--- src/rtl/core_defs_pkg.sv ---
// Shared core definitions: datapath widths and the write-port arbiter state type.
package core_defs_pkg;

  localparam int REG_ADDR_W = 5;
  localparam int XLEN       = 32;

  typedef enum logic {
    NORMAL = 1'b0,
    FORCE  = 1'b1
  } wb_arb_state_e;

endpackage

--- src/rtl/wb_wport_arb.sv ---
// Register-file write-port arbiter: the in-order pipeline normally wins,
// the MDU gets a forced slot after STARVE_MAX consecutive denials, and a
// same-destination collision drops the older MDU result.
module wb_wport_arb
  import core_defs_pkg::*;
#(
  parameter int STARVE_MAX = 4
) (
  input  logic                  clk,
  input  logic                  rst,
  input  logic                  pipe_valid_i,
  input  logic [XLEN-1:0]       pipe_op_c_i,
  input  logic [REG_ADDR_W-1:0] pipe_reg_waddr_i,
  output logic                  pipe_stall_o,
  input  logic                  mdu_valid_i,
  input  logic [XLEN-1:0]       mdu_data_i,
  input  logic [REG_ADDR_W-1:0] mdu_waddr_i,
  output logic                  mdu_ready_o,
  output logic                  wb_we_o,
  output logic [XLEN-1:0]       wb_op_c_o,
  output logic [REG_ADDR_W-1:0] wb_reg_waddr_o
);

  localparam logic [3:0] STARVE_LIMIT = 4'(STARVE_MAX);

  wb_arb_state_e state, state_next;
  logic [3:0]    starve_cnt, starve_cnt_next;
  logic          pipe_need, mdu_need, force_grant;
  logic          grant_pipe, grant_mdu, mdu_denied;

  // Grant selection, handshake outputs and starvation bookkeeping for this cycle.
  always_comb begin
    pipe_need       = pipe_valid_i && (pipe_reg_waddr_i != '0);
    mdu_need        = mdu_valid_i && (mdu_waddr_i != '0);
    force_grant     = (state == FORCE) && mdu_need;
    grant_pipe      = 1'b0;
    grant_mdu       = 1'b0;
    mdu_denied      = 1'b0;
    mdu_ready_o     = 1'b0;
    pipe_stall_o    = 1'b0;
    state_next      = NORMAL;
    starve_cnt_next = '0;

    if (force_grant) begin
      // MDU goes first even on a same-address clash; the stalled pipe write follows.
      grant_mdu    = 1'b1;
      mdu_ready_o  = 1'b1;
      pipe_stall_o = pipe_need;
    end else if (pipe_need) begin
      grant_pipe = 1'b1;
      if (mdu_need) begin
        if (mdu_waddr_i == pipe_reg_waddr_i) begin
          mdu_ready_o = 1'b1;
        end else begin
          mdu_denied = 1'b1;
        end
      end else begin
        mdu_ready_o = mdu_valid_i;
      end
    end else begin
      mdu_ready_o = mdu_valid_i;
      grant_mdu   = mdu_need;
    end

    if (mdu_denied) begin
      starve_cnt_next = (starve_cnt == 4'hF) ? starve_cnt : starve_cnt + 4'd1;
      if (starve_cnt_next >= STARVE_LIMIT) begin
        state_next = FORCE;
      end
    end

    if (rst) begin
      mdu_ready_o  = 1'b0;
      pipe_stall_o = 1'b0;
      grant_pipe   = 1'b0;
      grant_mdu    = 1'b0;
    end
  end

  // Arbiter state and starvation counter.
  always_ff @(posedge clk or posedge rst) begin
    if (rst) begin
      state      <= NORMAL;
      starve_cnt <= '0;
    end else begin
      state      <= state_next;
      starve_cnt <= starve_cnt_next;
    end
  end

  // Registered write port; data and address hold when nothing is granted.
  always_ff @(posedge clk or posedge rst) begin
    if (rst) begin
      wb_we_o        <= 1'b0;
      wb_op_c_o      <= '0;
      wb_reg_waddr_o <= '0;
    end else begin
      wb_we_o <= grant_pipe || grant_mdu;
      if (grant_mdu) begin
        wb_op_c_o      <= mdu_data_i;
        wb_reg_waddr_o <= mdu_waddr_i;
      end else if (grant_pipe) begin
        wb_op_c_o      <= pipe_op_c_i;
        wb_reg_waddr_o <= pipe_reg_waddr_i;
      end
    end
  end

endmodule
--- config.mk ---
export PLATFORM = sky130hd
export DESIGN_NAME = wb_wport_arb
export DESIGN_NICKNAME = d
export VERILOG_FILES = /design/src/rtl/core_defs_pkg.sv /design/src/rtl/wb_wport_arb.sv
export SDC_FILE = /design/constraint.sdc
export NUM_CORES = 1
export LEC_CHECK = 0
export CORE_ASPECT_RATIO = 1.5
export CORE_MARGIN = 1
export CORE_UTILIZATION = 37
export CTS_BUF_LIST = sky130_fd_sc_hd__clkbuf_4 sky130_fd_sc_hd__clkbuf_8 sky130_fd_sc_hd__clkbuf_16
export DETAILED_ROUTE_END_ITERATION = 8
export PLACE_DENSITY = 0.74
export SLEW_MARGIN = 20
export SYNTH_ARGS = -nofsm -noshare
export SYNTH_HDL_FRONTEND = slang
export SYNTH_SLANG_ARGS = --single-unit
--- constraint.sdc ---
create_clock -name clk -period 1.5 [get_ports clk]
set_input_delay 0.375 -clock clk [delete_from_list [all_inputs] [get_ports clk]]
set_output_delay 0.375 -clock clk [all_outputs]
set_load 0.01 [all_outputs]
* After elaboration in Yosys (flattened, before gate mapping)
Cells that the tools add are included.
** Word-level totals
- Flip-flop bits (word level) :: 43
- Latch bits :: 0
- RAM bits :: 0
- ROM bits :: 0
- Input bits :: 78
- Output and inout port bits :: 40
- Word-level logic and storage cells :: 41
- Memories kept :: 0
** Cells by class
- $add $sub $neg :: 1
- Multiply operators :: 0
- Divide/modulo/power cells :: 0
- Order comparisons :: 1
- Equality and inequality tests :: 2
- Shifts and indexed selects :: 0
- Multiplexer cells :: 25
- Bitwise logic cells :: 0
- Reduce and logical (&&, ||, !) cells :: 7
** Operators with widths (number)
- $mux W32 :: 2
- $mux W1 :: 19
- $mux W5 :: 2
- $reduce_bool A5 Y1 :: 2
- $mux W4 :: 2
- $eq A5 B5 Y1 :: 1
- $add A4 B1 Y4 const B :: 1
- $eq A4 B4 Y1 const B :: 1
- $ge A4 B3 Y1 const B :: 1
- $logic_and A1 B1 Y1 :: 3
- $reduce_bool A2 Y1 :: 1
- $logic_or A1 B1 Y1 :: 1

* Logic depth before layout (Yosys ltp)
Gate-level depths: netlist (run 1).
- Depth after elaboration :: 7
- Gate-level depth with buffers :: 6
- Gate-level depth less buffers :: 5

* Worst setup path after synthesis (run 1)
Ideal clock, no wire load.
- Path kind :: input to output
- From :: input pipe_reg_waddr_i[2]
- To :: output mdu_ready_o
- Arrival time :: 1.207 ns
- Data required time :: 1.125 ns
- Slack :: -0.082 ns
- Stages on the path :: 4
- Buffers on the path :: 0
- Cell sequence :: xnor2_1 > nand3_1 > o31ai_2 > o21a_1
** On the way
- Word-level cells in the longest chain between the ends :: 6
- Elaborated cells on any way between the ends :: 8
- Classes of those cells :: 1 x eq/ne; 5 x mux; 2 x reduce/logical
** RTL lines
- start: declaration :: line wb_wport_arb.sv:13 : input logic [REG_ADDR_W-1:0] pipe_reg_waddr_i,
- $eq A5 B5 Y1 :: line wb_wport_arb.sv:52 : if (mdu_waddr_i == pipe_reg_waddr_i) begin
- $mux W1 :: line wb_wport_arb.sv:52
- $mux W1 :: line wb_wport_arb.sv:51 : if (mdu_need) begin
- $mux W1 * :: line wb_wport_arb.sv:49 : end else if (pipe_need) begin
- $mux W1 * :: line wb_wport_arb.sv:44 : if (force_grant) begin
- $mux W1 * :: line wb_wport_arb.sv:72 : if (rst) begin
- end: declaration :: line wb_wport_arb.sv:18 : output logic mdu_ready_o,
Mark *: on every way between the ends. The rest lies on a longest branch, timed or not.

* Final worst setup path (run 1)
- From :: input pipe_reg_waddr_i[0]
- To :: output mdu_ready_o
The elaborated chain is that of the path after synthesis.

==> impl_metrics.ini, run 1 <==
[logic_synthesis]
netlist_area_um2 = 2449
yosys_register_bits = 43
synth.net_count = 340
synth_cells = 261
syn_area_per_cell_um2 = 9.382
synth.largest_area_cell = dfrtp_1
synth_area_leaders = dfrtp_1 (44%), a31oi_2 (10%), nor3_1 (8.8%), nand3_1 (8.4%), o21ai_0 (7.8%)
ys_seq_area_frac = 0.4394
ys_types = 32
ys_warn_count = 0
synth_top_area_share = 0.4394

[worst_setup_path]
crit_family = compound AO/OA/AOI/OAI gates
worst-r2r-cell-count = 5
cp.depth = 5
crit_path_end_kind = output port
worstPathCellList = clkbuf_4 > xor2_2 > o31ai_4 > o21a_1 > buf_2
path_max_fanout = 3
slowest_stage = o31ai_4
path_buf_inv = 2
worstPathRequired_ns = 1.12
max_stage_delay_ns = 0.25
critPathKind = primary input to output port
startpoint_type = primary input
arrival_ns = 1.20

[clock_network]
clock_path_buffers = 2
clock-sinks = 43
numCtsBuffers = 5
clk_latency_ns = 0.29
path_clk_slew_ns = 0.08
cts_tree = built
cts_max_level = 2
root_buffer = clkbuf_8

[sta]
hold_violations = 0
rsz0062_at_grt = yes
setup_viol = 2
maxSlewViolCount = 0
fin_skew_ns = 0.002336
fmax_mhz = 633.7
period_share = 1.052
fin_crit_ns = 1.578
setup_slack_ns = -0.07794
maxSlewHeadroom = 0.7951
setup_tns_ns = -0.08078
tightestPinTransition_ns = 0.3066

[global_routing]
grt_max_degree = 31
antenna_found_initial = 0
grt_pass1_vias = 2705
grt_overflow = 0
grt_pass1_wl_um = 12560
grtUsageTotal = 0.2375

[route]
dr_total_vias = 2648
drtPass1Iterations = 4
drtIter0Drc = 117
drt-total-wl_um = 7956
wl_per_cell_um = 16.82
wl_met2_um = 4275
via_per_inst = 5.598
postRouteAntennaNets = 0
drc = 0
wl_met3_um = 485
top_layer_used = met4
wirelength_met1_um = 3081

[floorplan]
start_util = 0.3910
rows = 35
core_area_um2 = 6262
die_w_um = 68.42
die_h_um = 101.6
die_area_um2 = 6954
pin_count = 118

[run_status]
violations = negative setup slack
status = finished with violations

[power_and_ir_drop]
ir_drop_v = 0.0005791
p_per_area_nw_per_um2 = 789.4
leakagePower_nw = 1.636

[cells_and_area]
diodes = 0
layout_common_cells = clkdlybuf4s50_1 (64), dfrtp_1 (43), nor3_1 (41)
final_common_cell = clkdlybuf4s50_1
layout.area.seq_um2 = 1076
syn2layout_area_growth_pct = 72.30
multi_input_comb_area_um2 = 1375
fin_util = 0.6737
num-nets-final = 477
fillerInstances = 551
layout-drive-gt1-share = 0.2707

[place]
gp_congestion = 0.8298
io_buffers = 117
hpwl_um = 5455

[min_path]
worstHoldPathType = primary input to asynchronous set/reset pin

[run]
drv_cap = 0
-- cell usage after synthesis, drive strengths merged --
cell     count
nor3        45
dfrtp       43
nand3       41
o21ai       38
a31oi       37
buf         16
clkbuf       9
inv          4
xnor2        4
nand2        3
a211oi       2
a21o         2
a21oi        2
nor2         2
or2          2
xor2         2
a2111oi      1
a211o        1
ha           1
mux2i        1
nand2b       1
nand4        1
nor2b        1
o21a         1
o31ai        1
-- sequential cells by signal (all words and copies together), names as in the netlist --
register        flops
starve_cnt          4
state               1
wb_op_c_o          32
wb_reg_waddr_o      5
wb_we_o             1
-- cell families (layout without fill, tap and decap cells) --
family / Yosys count / count (layout) / share of synthesized area
and+or+nand+nor: 96 / 96 / 0.2054
AOI/OAI and AO/OA: 85 / 85 / 0.2616
DFF: 43 / 43 / 0.4394
buffers and inverters: 29 / 167 / 0.06285
xor gates and xnor gates: 6 / 6 / 0.02146
adders and majority gates: 1 / 1 / 0.005109
muxes: 1 / 1 / 0.004088
-- area by class of cell --
cell class              count  share of cell area
clock buffers               7             0.01987
clock inverters             1            0.001186
inverters                   4            0.003559
multi-input cells         189              0.3259
flip-flops and latches     43              0.2550
well taps                  74             0.02195
repair buffers            155              0.3725
-- worst paths after layout --
kind                                          start  slack, ns           endpoint
worst max-delay path            pipe_reg_waddr_i[0]      -0.08        mdu_ready_o
worst min-delay path                            rst       0.27      wb_op_c_o[31]
worst max register to register                state       0.13       wb_op_c_o[4]
worst min register to register         wb_op_c_o[2]       0.55       wb_op_c_o[2]
max in group asynchronous                       rst       1.07      wb_op_c_o[26]
min in group clk                pipe_reg_waddr_i[2]       0.38  wb_reg_waddr_o[2]
-- stage by stage --
stage	std cells	instance area [µm²]	power, W	setup slack, ns	hold slack, ns
global placement	459	3918	0.002583	-0.9121	0.5394
finish	473	4219	0.003331	-0.07794	0.2730
detailed placement	459	3918	0.002605	-0.9251	0.5474
CTS	470	4064	0.003288	-0.1024	0.3689
floorplan	261	2457	0.001906	0.03353	0.5419
global route	473	4219	0.003507	-0.1310	0.2805
-- worst reg2reg max path: stages (launching register included) --
cell and delay (ns):
dfrtp_1 0.40, buf_4 0.16, a211oi_4 0.16, buf_4 0.26
o21ai_0 0.13, a31oi_2 0.19
-- timing repair --
item / CTS / global route
hold buffers: 0 / 0
resized for setup: 117 / 29
setup buffers: 2 / 2
cloned: 1 / 2
pin swaps: 14 / 13
setup endpoints to repair: 80 / 39
-- power by group --
group | switching (W) | internal (W) | total [W]
clock network | 0.000404 | 0.000364 | 0.000768
registers | 0.0000775 | 0.00131 | 0.00139
logic | 0.000538 | 0.000636 | 0.00117
-- routing by layer --
metal  track usage  up-vias
li1              -     1251
met1        0.2754     1281
met2        0.4344      106
met3       0.03941       10
met4       0.06410        0
met5             0        -
Note: power is estimated with default switching activity, not from simulation.
==> inputs of run 2 (changes only) <==
--- a/config.mk
+++ b/config.mk
@@ -10,6 +10,7 @@
 export CORE_UTILIZATION = 37
 export CTS_BUF_LIST = sky130_fd_sc_hd__clkbuf_4 sky130_fd_sc_hd__clkbuf_8 sky130_fd_sc_hd__clkbuf_16
 export DETAILED_ROUTE_END_ITERATION = 8
+export HOLD_SLACK_MARGIN = 0.15
 export PLACE_DENSITY = 0.74
 export SLEW_MARGIN = 20
 export SYNTH_ARGS = -nofsm -noshare
==> results of run 2 <==
Same layout as run 1: the final DEF is identical, and so are final timing and power.
==> inputs of run 3 (changes only) <==
--- a/config.mk
+++ b/config.mk
@@ -9,6 +9,7 @@
 export CORE_MARGIN = 1
 export CORE_UTILIZATION = 37
 export CTS_BUF_LIST = sky130_fd_sc_hd__clkbuf_4 sky130_fd_sc_hd__clkbuf_8 sky130_fd_sc_hd__clkbuf_16
+export CTS_CLUSTER_SIZE = 14
 export DETAILED_ROUTE_END_ITERATION = 8
 export HOLD_SLACK_MARGIN = 0.15
 export PLACE_DENSITY = 0.74
==> results of run 3 <==
Same layout as run 1: the final DEF is identical, and so are final timing and power.
